File: config.mk
export PLATFORM = sky130hd
export DESIGN_NAME = inst_fetch_buf
export DESIGN_NICKNAME = d
export VERILOG_FILES = /design/src/rtl/inst_fetch_buf.sv
export SDC_FILE = /design/constraint.sdc
export NUM_CORES = 1
export LEC_CHECK = 0
export BUFFER_PORTS_ARGS = -buffer_cell sky130_fd_sc_hd__buf_4
export CORE_MARGIN = 2
export CORE_UTILIZATION = 63
export CTS_CLUSTER_SIZE = 14
export DETAILED_ROUTE_END_ITERATION = 7
export GPL_TIMING_DRIVEN = 1
export HOLD_SLACK_MARGIN = 0.05
export PLACE_DENSITY = 0.88
export SLEW_MARGIN = 20
export SYNTH_ARGS = -nofsm -noshare
export SYNTH_HDL_FRONTEND = slang
export SYNTH_SLANG_ARGS = --single-unit
File: constraint.sdc
create_clock -name clk -period 5.4 [get_ports clk]
set_input_delay 0.54 -clock clk [delete_from_list [all_inputs] [get_ports clk]]
set_output_delay 0.54 -clock clk [all_outputs]
set_load 0.02 [all_outputs]
File: src/rtl/inst_fetch_buf.sv
// Instruction fetch unit: req/ack ROM fetcher feeding a DEPTH-entry {pc, inst} prefetch queue.
// Optional feature macro IFB_BYPASS_EN; dbg_state_o encoding: 0=IDLE, 1=REQ, 2=DROP.
module inst_fetch_buf #(
  parameter int ADDR_W = 32,
  parameter int DATA_W = 32,
  parameter int DEPTH = 4,
  parameter logic [ADDR_W-1:0] RESET_PC = '0
) (
  input  logic                    clk,
  input  logic                    rst,
  input  logic                    stall_i,
  input  logic                    flush_i,
  input  logic [ADDR_W-1:0]       redirect_pc_i,
  output logic                    rom_req_o,
  output logic [ADDR_W-1:0]       rom_addr_o,
  input  logic                    rom_ack_i,
  input  logic [DATA_W-1:0]       rom_data_i,
  output logic                    id_valid_o,
  output logic [ADDR_W-1:0]       id_pc_o,
  output logic [DATA_W-1:0]       id_inst_o,
  output logic [1:0]              dbg_state_o,
  output logic [$clog2(DEPTH):0]  dbg_count_o
);

  // Handshakes: rom_req_o/rom_addr_o rise together and hold until the cycle rom_ack_i=1, which
  // transfers rom_data_i (one request outstanding, dropped only by rst). On the ID side
  // id_valid_o is valid and !stall_i is ready; the head is consumed when both are high.

  localparam int PTR_W = $clog2(DEPTH);
  localparam int CNT_W = PTR_W + 1;
  localparam logic [CNT_W-1:0] DEPTH_C = CNT_W'(DEPTH);

  typedef enum logic [1:0] {
    S_IDLE = 2'd0,
    S_REQ  = 2'd1,
    S_DROP = 2'd2
  } state_t;

  state_t            state_q, state_d;
  logic [ADDR_W-1:0] fetch_pc_q, fetch_pc_d;
  logic [ADDR_W-1:0] rom_addr_q, rom_addr_d;
  logic [PTR_W-1:0]  wr_ptr_q, rd_ptr_q;
  logic [CNT_W-1:0]  count_q, count_d;
  logic [ADDR_W-1:0] pc_mem [DEPTH];
  logic [DATA_W-1:0] inst_mem [DEPTH];
  logic              fifo_empty, push, pop, bypass;

  assign fifo_empty = (count_q == '0);

`ifdef IFB_BYPASS_EN
  assign bypass = fifo_empty && (state_q == S_REQ) && rom_ack_i && !stall_i && !flush_i;
`else
  assign bypass = 1'b0;
`endif

  // Flush outranks both queue operations; a bypassed word goes straight to ID instead of the queue.
  assign push    = (state_q == S_REQ) && rom_ack_i && !flush_i && !bypass;
  assign pop     = !fifo_empty && !stall_i && !flush_i;
  assign count_d = flush_i ? '0 : (count_q + CNT_W'(push) - CNT_W'(pop));

  always_ff @(posedge clk) begin
    if (rst) begin
      state_q    <= S_IDLE;
      fetch_pc_q <= RESET_PC;
      rom_addr_q <= '0;
      wr_ptr_q   <= '0;
      rd_ptr_q   <= '0;
      count_q    <= '0;
    end else begin
      state_q    <= state_d;
      fetch_pc_q <= fetch_pc_d;
      rom_addr_q <= rom_addr_d;
      count_q    <= count_d;
      if (flush_i) begin
        wr_ptr_q <= '0;
        rd_ptr_q <= '0;
      end else begin
        if (push) wr_ptr_q <= wr_ptr_q + PTR_W'(1);
        if (pop)  rd_ptr_q <= rd_ptr_q + PTR_W'(1);
      end
    end
  end

  always_ff @(posedge clk) begin
    if (push) begin
      pc_mem[wr_ptr_q]   <= rom_addr_q;
      inst_mem[wr_ptr_q] <= rom_data_i;
    end
  end

  always_comb begin
    state_d    = state_q;
    fetch_pc_d = fetch_pc_q;
    rom_addr_d = rom_addr_q;
    unique case (state_q)
      S_IDLE: begin
        if (flush_i) begin
          state_d    = S_REQ;
          rom_addr_d = redirect_pc_i;
        end else if (count_d < DEPTH_C) begin
          state_d    = S_REQ;
          rom_addr_d = fetch_pc_q;
        end
      end
      S_REQ: begin
        if (rom_ack_i) begin
          if (flush_i) begin
            rom_addr_d = redirect_pc_i;
          end else begin
            fetch_pc_d = rom_addr_q + ADDR_W'(4);
            if (count_d < DEPTH_C) rom_addr_d = rom_addr_q + ADDR_W'(4);
            else                   state_d    = S_IDLE;
          end
        end else if (flush_i) begin
          // The ROM still owes an answer for the abandoned address; wait it out in DROP.
          state_d = S_DROP;
        end
      end
      S_DROP: begin
        if (rom_ack_i) begin
          state_d    = S_REQ;
          rom_addr_d = flush_i ? redirect_pc_i : fetch_pc_q;
        end
      end
      default: state_d = S_IDLE;
    endcase
    if (flush_i) fetch_pc_d = redirect_pc_i;
  end

  always_comb begin
    rom_req_o   = (state_q != S_IDLE);
    rom_addr_o  = rom_addr_q;
    id_valid_o  = 1'b0;
    id_pc_o     = '0;
    id_inst_o   = '0;
    if (bypass) begin
      id_valid_o = 1'b1;
      id_pc_o    = rom_addr_q;
      id_inst_o  = rom_data_i;
    end else if (!fifo_empty) begin
      id_valid_o = 1'b1;
      id_pc_o    = pc_mem[rd_ptr_q];
      id_inst_o  = inst_mem[rd_ptr_q];
    end
    dbg_state_o = state_q;
    dbg_count_o = count_q;
  end

endmodule
# After elaboration in Yosys (flattened, before gate mapping)
# Memory sizes are Yosys's and may differ from the RTL's. A register that Yosys moved wholly into a read port is not among the register bits.
# Cells that the tools add are included.
# totals
regBits	73
mem_bits_rw	256
inputBits	69
output_inout_bits	103
word_cells	69
mem_count	2
# classes
n_addsub	5
magnitude_cmp	1
n_eq_ne	9
n_mux	29
reduce_logical	17
# mem_list
name	depth	word_bits	read_ports	rd_clocked_by_memory_dff	write_ports	line	source
inst_mem	4	32	1	1	1	45	logic [DATA_W-1:0] inst_mem [DEPTH];
pc_mem	4	32	1	1	1	44	logic [ADDR_W-1:0] pc_mem [DEPTH];
# ops
cell	n
$mux 32	12
$pmux 32 s3	1
$add 32x3->32 const B	1
$mux 2	11
$ne 3x3->1 const B	4
$reduce_and 5->1	2
$pmux 2 s3	1
$reduce_bool 2->1	3
$add 2x1->2 const B	2
$logic_and 1x1->1	4
$ne 2x2->1 const B	2
$add 3x1->3	1
$logic_not 1->1	3
$logic_not 3->1	1
$lt 3x3->1 const B	1
$mux 1	3
$mux 3	1
$ne 3x2->1 const B	1
$reduce_bool 3->1	1
$sub 3x1->3	1
$eq 2x1->1 const B	1
$eq 2x2->1 const B	1
$logic_not 2->1	1
$reduce_and 2->1	1
$reduce_or 2->1	1

# Logic depth before layout (Yosys ltp)
# depth
ltp_word	11
mapped_depth	15
mapped_depth_nobuf	12

# Worst setup path after synthesis
# No wires, ideal clock.
# synth_path
kind	in2reg
startpoint	in flush_i
endpoint	reg rom_addr_q[10] (netlist: rom_addr_o[10])
setup_time_ps	132
t_arrival_ps	3368
required_ps	5268
slack_ps	1899
stages	15
path_buffers	5
cell_sequence	buf_2 buf_1 buf_1 nor3_1 ha_1 inv_1 ha_1 fa_1 xor3_1 nor3_4 or2_2 buf_4 buf_2 o21ai_0 a21oi_1
# synth_via
elab_cells_between_ends	16
classes_between	add/sub (2); order compare (1); eq/ne (2); mux (7); reduce/logical (4)
# synth_rtl
item	line	source
start: declaration	12	input logic flush_i,
$logic_not 1->1 (*)	58	assign pop = !fifo_empty && !stall_i && !flush_i;
$logic_and 1x1->1 (*)	58	
named net pop	46	logic fifo_empty, push, pop, bypass;
$sub 3x1->3 (*)	59	assign count_d = flush_i ? '0 : (count_q + CNT_W'(push) - CNT_W'(pop));
$mux 3 (*)	59	
$lt 3x3->1 (*)	100, 111	
$ne 3x2->1 (no source line) or $ne 3x3->1 (tied branches)	-	
$reduce_and 5->1 (no source line) (*)	-	
end signal: assignment	72	rom_addr_q <= rom_addr_d;
end: declaration	41	logic [ADDR_W-1:0] rom_addr_q, rom_addr_d;
# Mark *: on every way through the listed nets, which the timed path passes. The rest lies on a longest branch. The select of a mux whose other input is x is not followed.
# A chain may end at the register's enable or synchronous reset.

# Final worst setup path
# layout_path
startpoint	reg state_q[0] (netlist: dbg_state_o[0])
endpoint	reg rom_addr_q[28] (netlist: rom_addr_o[28])
# layout_via
elab_chain_len	9
elab_cells_between_ends	16
classes_between	add/sub (2); order compare (1); eq/ne (6); mux (2); reduce/logical (5)
# layout_lines
item	line	source
start: declaration	39	state_t state_q, state_d;
start signal: assignment	70	state_q <= state_d;
$eq 2x1->1	57, 95	
$logic_and 1x1->1 (2 in series)	57	assign push = (state_q == S_REQ) && rom_ack_i && !flush_i && !bypass;
$add 3x1->3	59	
$sub 3x1->3	59	
$mux 3	59	
$lt 3x3->1	100, 111	
$ne 3x2->1 (no source line) or $ne 3x3->1 (tied branches)	-	
$reduce_and 5->1 (no source line)	-	
# Parallel ways exist; a longest one is shown, timed or not.

==> impl_results.md <==
* Cts bufs inserted at 31
* Synth warn at 0
* Worst-Skew Late Latency at 0.55 ns
* Worst EP required at 5.86 ns
* EDFF count, synth at 256
* Die width at 153 microns
* Worst Skew at 0.0135 ns
* Nets at 1188
* Post_cts resized at 0
* Clk buf depth at 3
* Setup TNS Final at 0 ns
* Post-DP HPWL at 19300 microns
* Worst slew margin at 18.9%
* Iter 0 DRT Violations at 1003
* Post-synthesis sequential area ratio at 65.3%
* Top FF cell, synth: edfxtp_1
* Final worst path period share at 65.2%
* Vias in the first global route at 9171
* Final core occ at 75.5%
* Power Density at 329 nW/um^2
* Library cells used by synthesis at 75
* # setup viols final at 0
* Pre-antenna DRT Iters at 7
* Clock Sinks at 331
* Placement Rows at 54
* Min-Delay Path Class: input pin to flip-flop
* Hold buffers post-CTS at 0
* Maxcap violations at 0
* Leakage at 0.00575 uW
* Number of port buffers at 171
* Vias/cell at 6.45
* Syn Area/Cell at 14.7 sq um
* Number of setup buffers added after CTS at 0
* Post-Route WL at 32700 microns
* Reg2Reg Depth at 13
* Global-route wire length before repair at 51200 microns
* Unrepaired setup endpoints after global routing: false
* CP peak stage delay at 0.49 ns
* Diode count at 0
* Antenna violations before repair at 0
* CP Capture Type: flip-flop
* Share of cells above drive strength 1 at 28.5%
* Initial Utilization at 64.3%
* Worst Hold End: dbg_state_o[1]$_SDFFE_PP0P_
* Synthesized flop and latch total at 331
* Final GP Congestion at 0.930
* Vias at 9123
* Core area at 21900 sq um
* Status: finished, final reports clean
* Critical path type: flip-flop to flip-flop
* Boundary Pins at 172
* CTS tree: yes
* GR Overflow Total at 0
* Die ar. at 23500 sq um
* CTS Root Cell: clkbuf_16
* Internal reg-to-reg setup slack at 1.88 ns
* Worst R2R End: rom_addr_o[28]$_SDFFE_PP0P_
* Pin count of the biggest net entering global routing at 67
* Clk slew on worst S/H paths at 0.07 ns
* Die height at 153 microns
* Critical-path maximum fanout at 18
* Min Tclk post-route at 3.52 ns
* Crit-path cells: or3b_1, nor2_1, inv_1, ha_1, inv_1, ha_1, fa_1, xor3_1, nor3_4, nor2_4, buf_4, o21ai_0, a221oi_1
* Max VDD drop at 0.220 mV
* Tot GR Track Use at 27.9%
* Worst hold start: rom_ack_i
* Fillers at 1323
* Post-route DRC at 0
* Least-Margin Pin Slew at 1.21 ns
* Synth async-reset ratio at 0%
* CP startpoint kind: flip-flop
* Hold Violations, Final at 0
* Worst EP arrival at 3.98 ns
* Synthesized area at 14100 sq um
* ANT nets after route at 0
* Cells after Synth at 957
* Reg-to-Reg Start: dbg_state_o[0]$_SDFFE_PP0P_
* Area Growth Syn to Fin at 17.4%
* Hold Path Stages at 2
* Final Power at 5440 uW
* DR WL/cell at 23.1 microns
* CTS HTree Levels at 1
* Count of pins over their slew limit at 0
* Fmax at 0.284 GHz
* Net Count, Synth at 1034
* CP max stage cell: dfxtp_1
-- per-stage QoR --
step | std cells | setup slack, ns | hold WS, ns | cell area [sq um]
final | 1414 | 1.88 | 0.169 | 16500
after floorplan | 957 | 1.90 | 0.441 | 14100
after detailed placement | 1358 | 1.48 | 0.457 | 15500
after global placement | 1358 | 1.60 | 0.455 | 15500
after CTS | 1414 | 1.89 | 0.150 | 16500
after global routing | 1414 | 1.62 | 0.161 | 16500
-- per-layer routing --
| metal | share of wire [%] | GRT usage (%) |
|---|---|---|
| met2 | 49 | 46.0 |
| met3 | 9.6 | 4.73 |
| met5 | 0 | 0 |
| met1 | 39 | 38.8 |
| met4 | 2.3 | 8.39 |
-- synth_stat cells, types with 7 or more instances --
master | instances | area share, %
buf_2 | 13 | 0.46
nor2_1 | 52 | 1.4
inv_1 | 19 | 0.51
ha_1 | 7 | 0.62
nand2_1 | 51 | 1.4
o21ai_0 | 31 | 1.1
dfxtp_1 | 75 | 11
edfxtp_1 | 256 | 55
nand3_1 | 18 | 0.64
o32ai_1 | 8 | 0.50
mux4_2 | 64 | 10
a211oi_1 | 15 | 0.80
nand4_1 | 10 | 0.44
and2_1 | 71 | 3.2
xnor2_1 | 22 | 1.4
and3_1 | 9 | 0.40
clkbuf_1 | 40 | 1.1
o22ai_1 | 8 | 0.36
nor3_1 | 24 | 0.85
a22oi_1 | 7 | 0.37
a21oi_1 | 29 | 1.0
a31oi_1 | 11 | 0.49
o211ai_1 | 7 | 0.37
-- area by class of cell --
class                   instances  area [sq um]  area share, %
flip-flops and latches        331          9200           55.6
multi-input cells             545          4560           27.6
repair buffers                182          1370           8.27
clock buffers                  42           888           5.38
well taps                     280           350           2.12
clock inverters                14          93.8          0.568
inverters                      20          75.1          0.454
-- sequential cells by signal, summed over array words and instances (netlist names), named ones only --
name,count
inst_mem,128
pc_mem,128
fetch_pc_q,32
rom_addr_o,32
dbg_count_o,3
dbg_state_o,2
rd_ptr_q,2
wr_ptr_q,2
-- kinds of logic after synthesis --
logic type               synth area share, %
multiplexers                            10.4
buffers and inverters                   2.40
AO/OA/AOI/OAI                           8.34
adder cells (fa/ha/maj)                0.836
XOR/XNOR                                1.85
flip-flops                              65.3
AND/OR/NAND/NOR                         10.9
-- cell usage in the layout (no fill, tap or decap), drive strengths merged, types with 5 or more instances in the layout --
master / netlist / final
edfxtp: 256 / 256
buf: 19 / 182
dfxtp: 75 / 75
and2: 72 / 72
mux4: 64 / 64
nor2: 53 / 53
nand2: 52 / 52
clkbuf: 42 / 42
o21ai: 31 / 31
a21oi: 29 / 29
nor3: 27 / 27
xnor2: 22 / 22
inv: 19 / 20
nand3: 19 / 19
a211oi: 15 / 15
a31oi: 11 / 11
nand4: 11 / 11
and3: 9 / 9
clkinv: 1 / 9
o22ai: 8 / 8
o32ai: 8 / 8
a22oi: 7 / 7
o211ai: 7 / 7
ha: 7 / 7
and4: 6 / 6
nor4: 6 / 6
a2111oi: 6 / 6
a311oi: 5 / 5
a221oi: 5 / 5
or3: 5 / 5
xor2: 5 / 5
-- critical path: cells and delay by family (launching register included) --
| kind | cells | cell delay, ns |
|---|---|---|
| AOI/OAI and AO/OA | 2 | 0.33 |
| xor gates and xnor gates | 1 | 0.32 |
| adders and majority gates | 3 | 0.84 |
| buffers and inverters | 3 | 0.39 |
| DFF | 1 | 0.49 |
| and+or+nand+nor | 4 | 1.05 |
-- worst max-delay path by stage --
stage	from	end	slack, ns	cells after the start
2_1_floorplan	flush_i	rom_addr_o[10]$_SDFFE_PP0P_	1.90	15
3_3_place_gp	flush_i	rom_addr_o[28]$_SDFFE_PP0P_	1.60	14
3_5_place_dp	flush_i	rom_addr_o[28]$_SDFFE_PP0P_	1.48	14
4_1_cts	dbg_state_o[0]$_SDFFE_PP0P_	rom_addr_o[28]$_SDFFE_PP0P_	1.89	13
5_1_grt	dbg_state_o[0]$_SDFFE_PP0P_	rom_addr_o[17]$_SDFFE_PP0P_	1.62	12
6_report	dbg_state_o[0]$_SDFFE_PP0P_	rom_addr_o[28]$_SDFFE_PP0P_	1.88	13
-- power by group --
group | internal (uW) | switching, uW
combinational | 185 | 252
sequential | 2820 | 92.6
clock | 1190 | 897
total | 4200 | 1240
(Power assumes the default switching activity.)
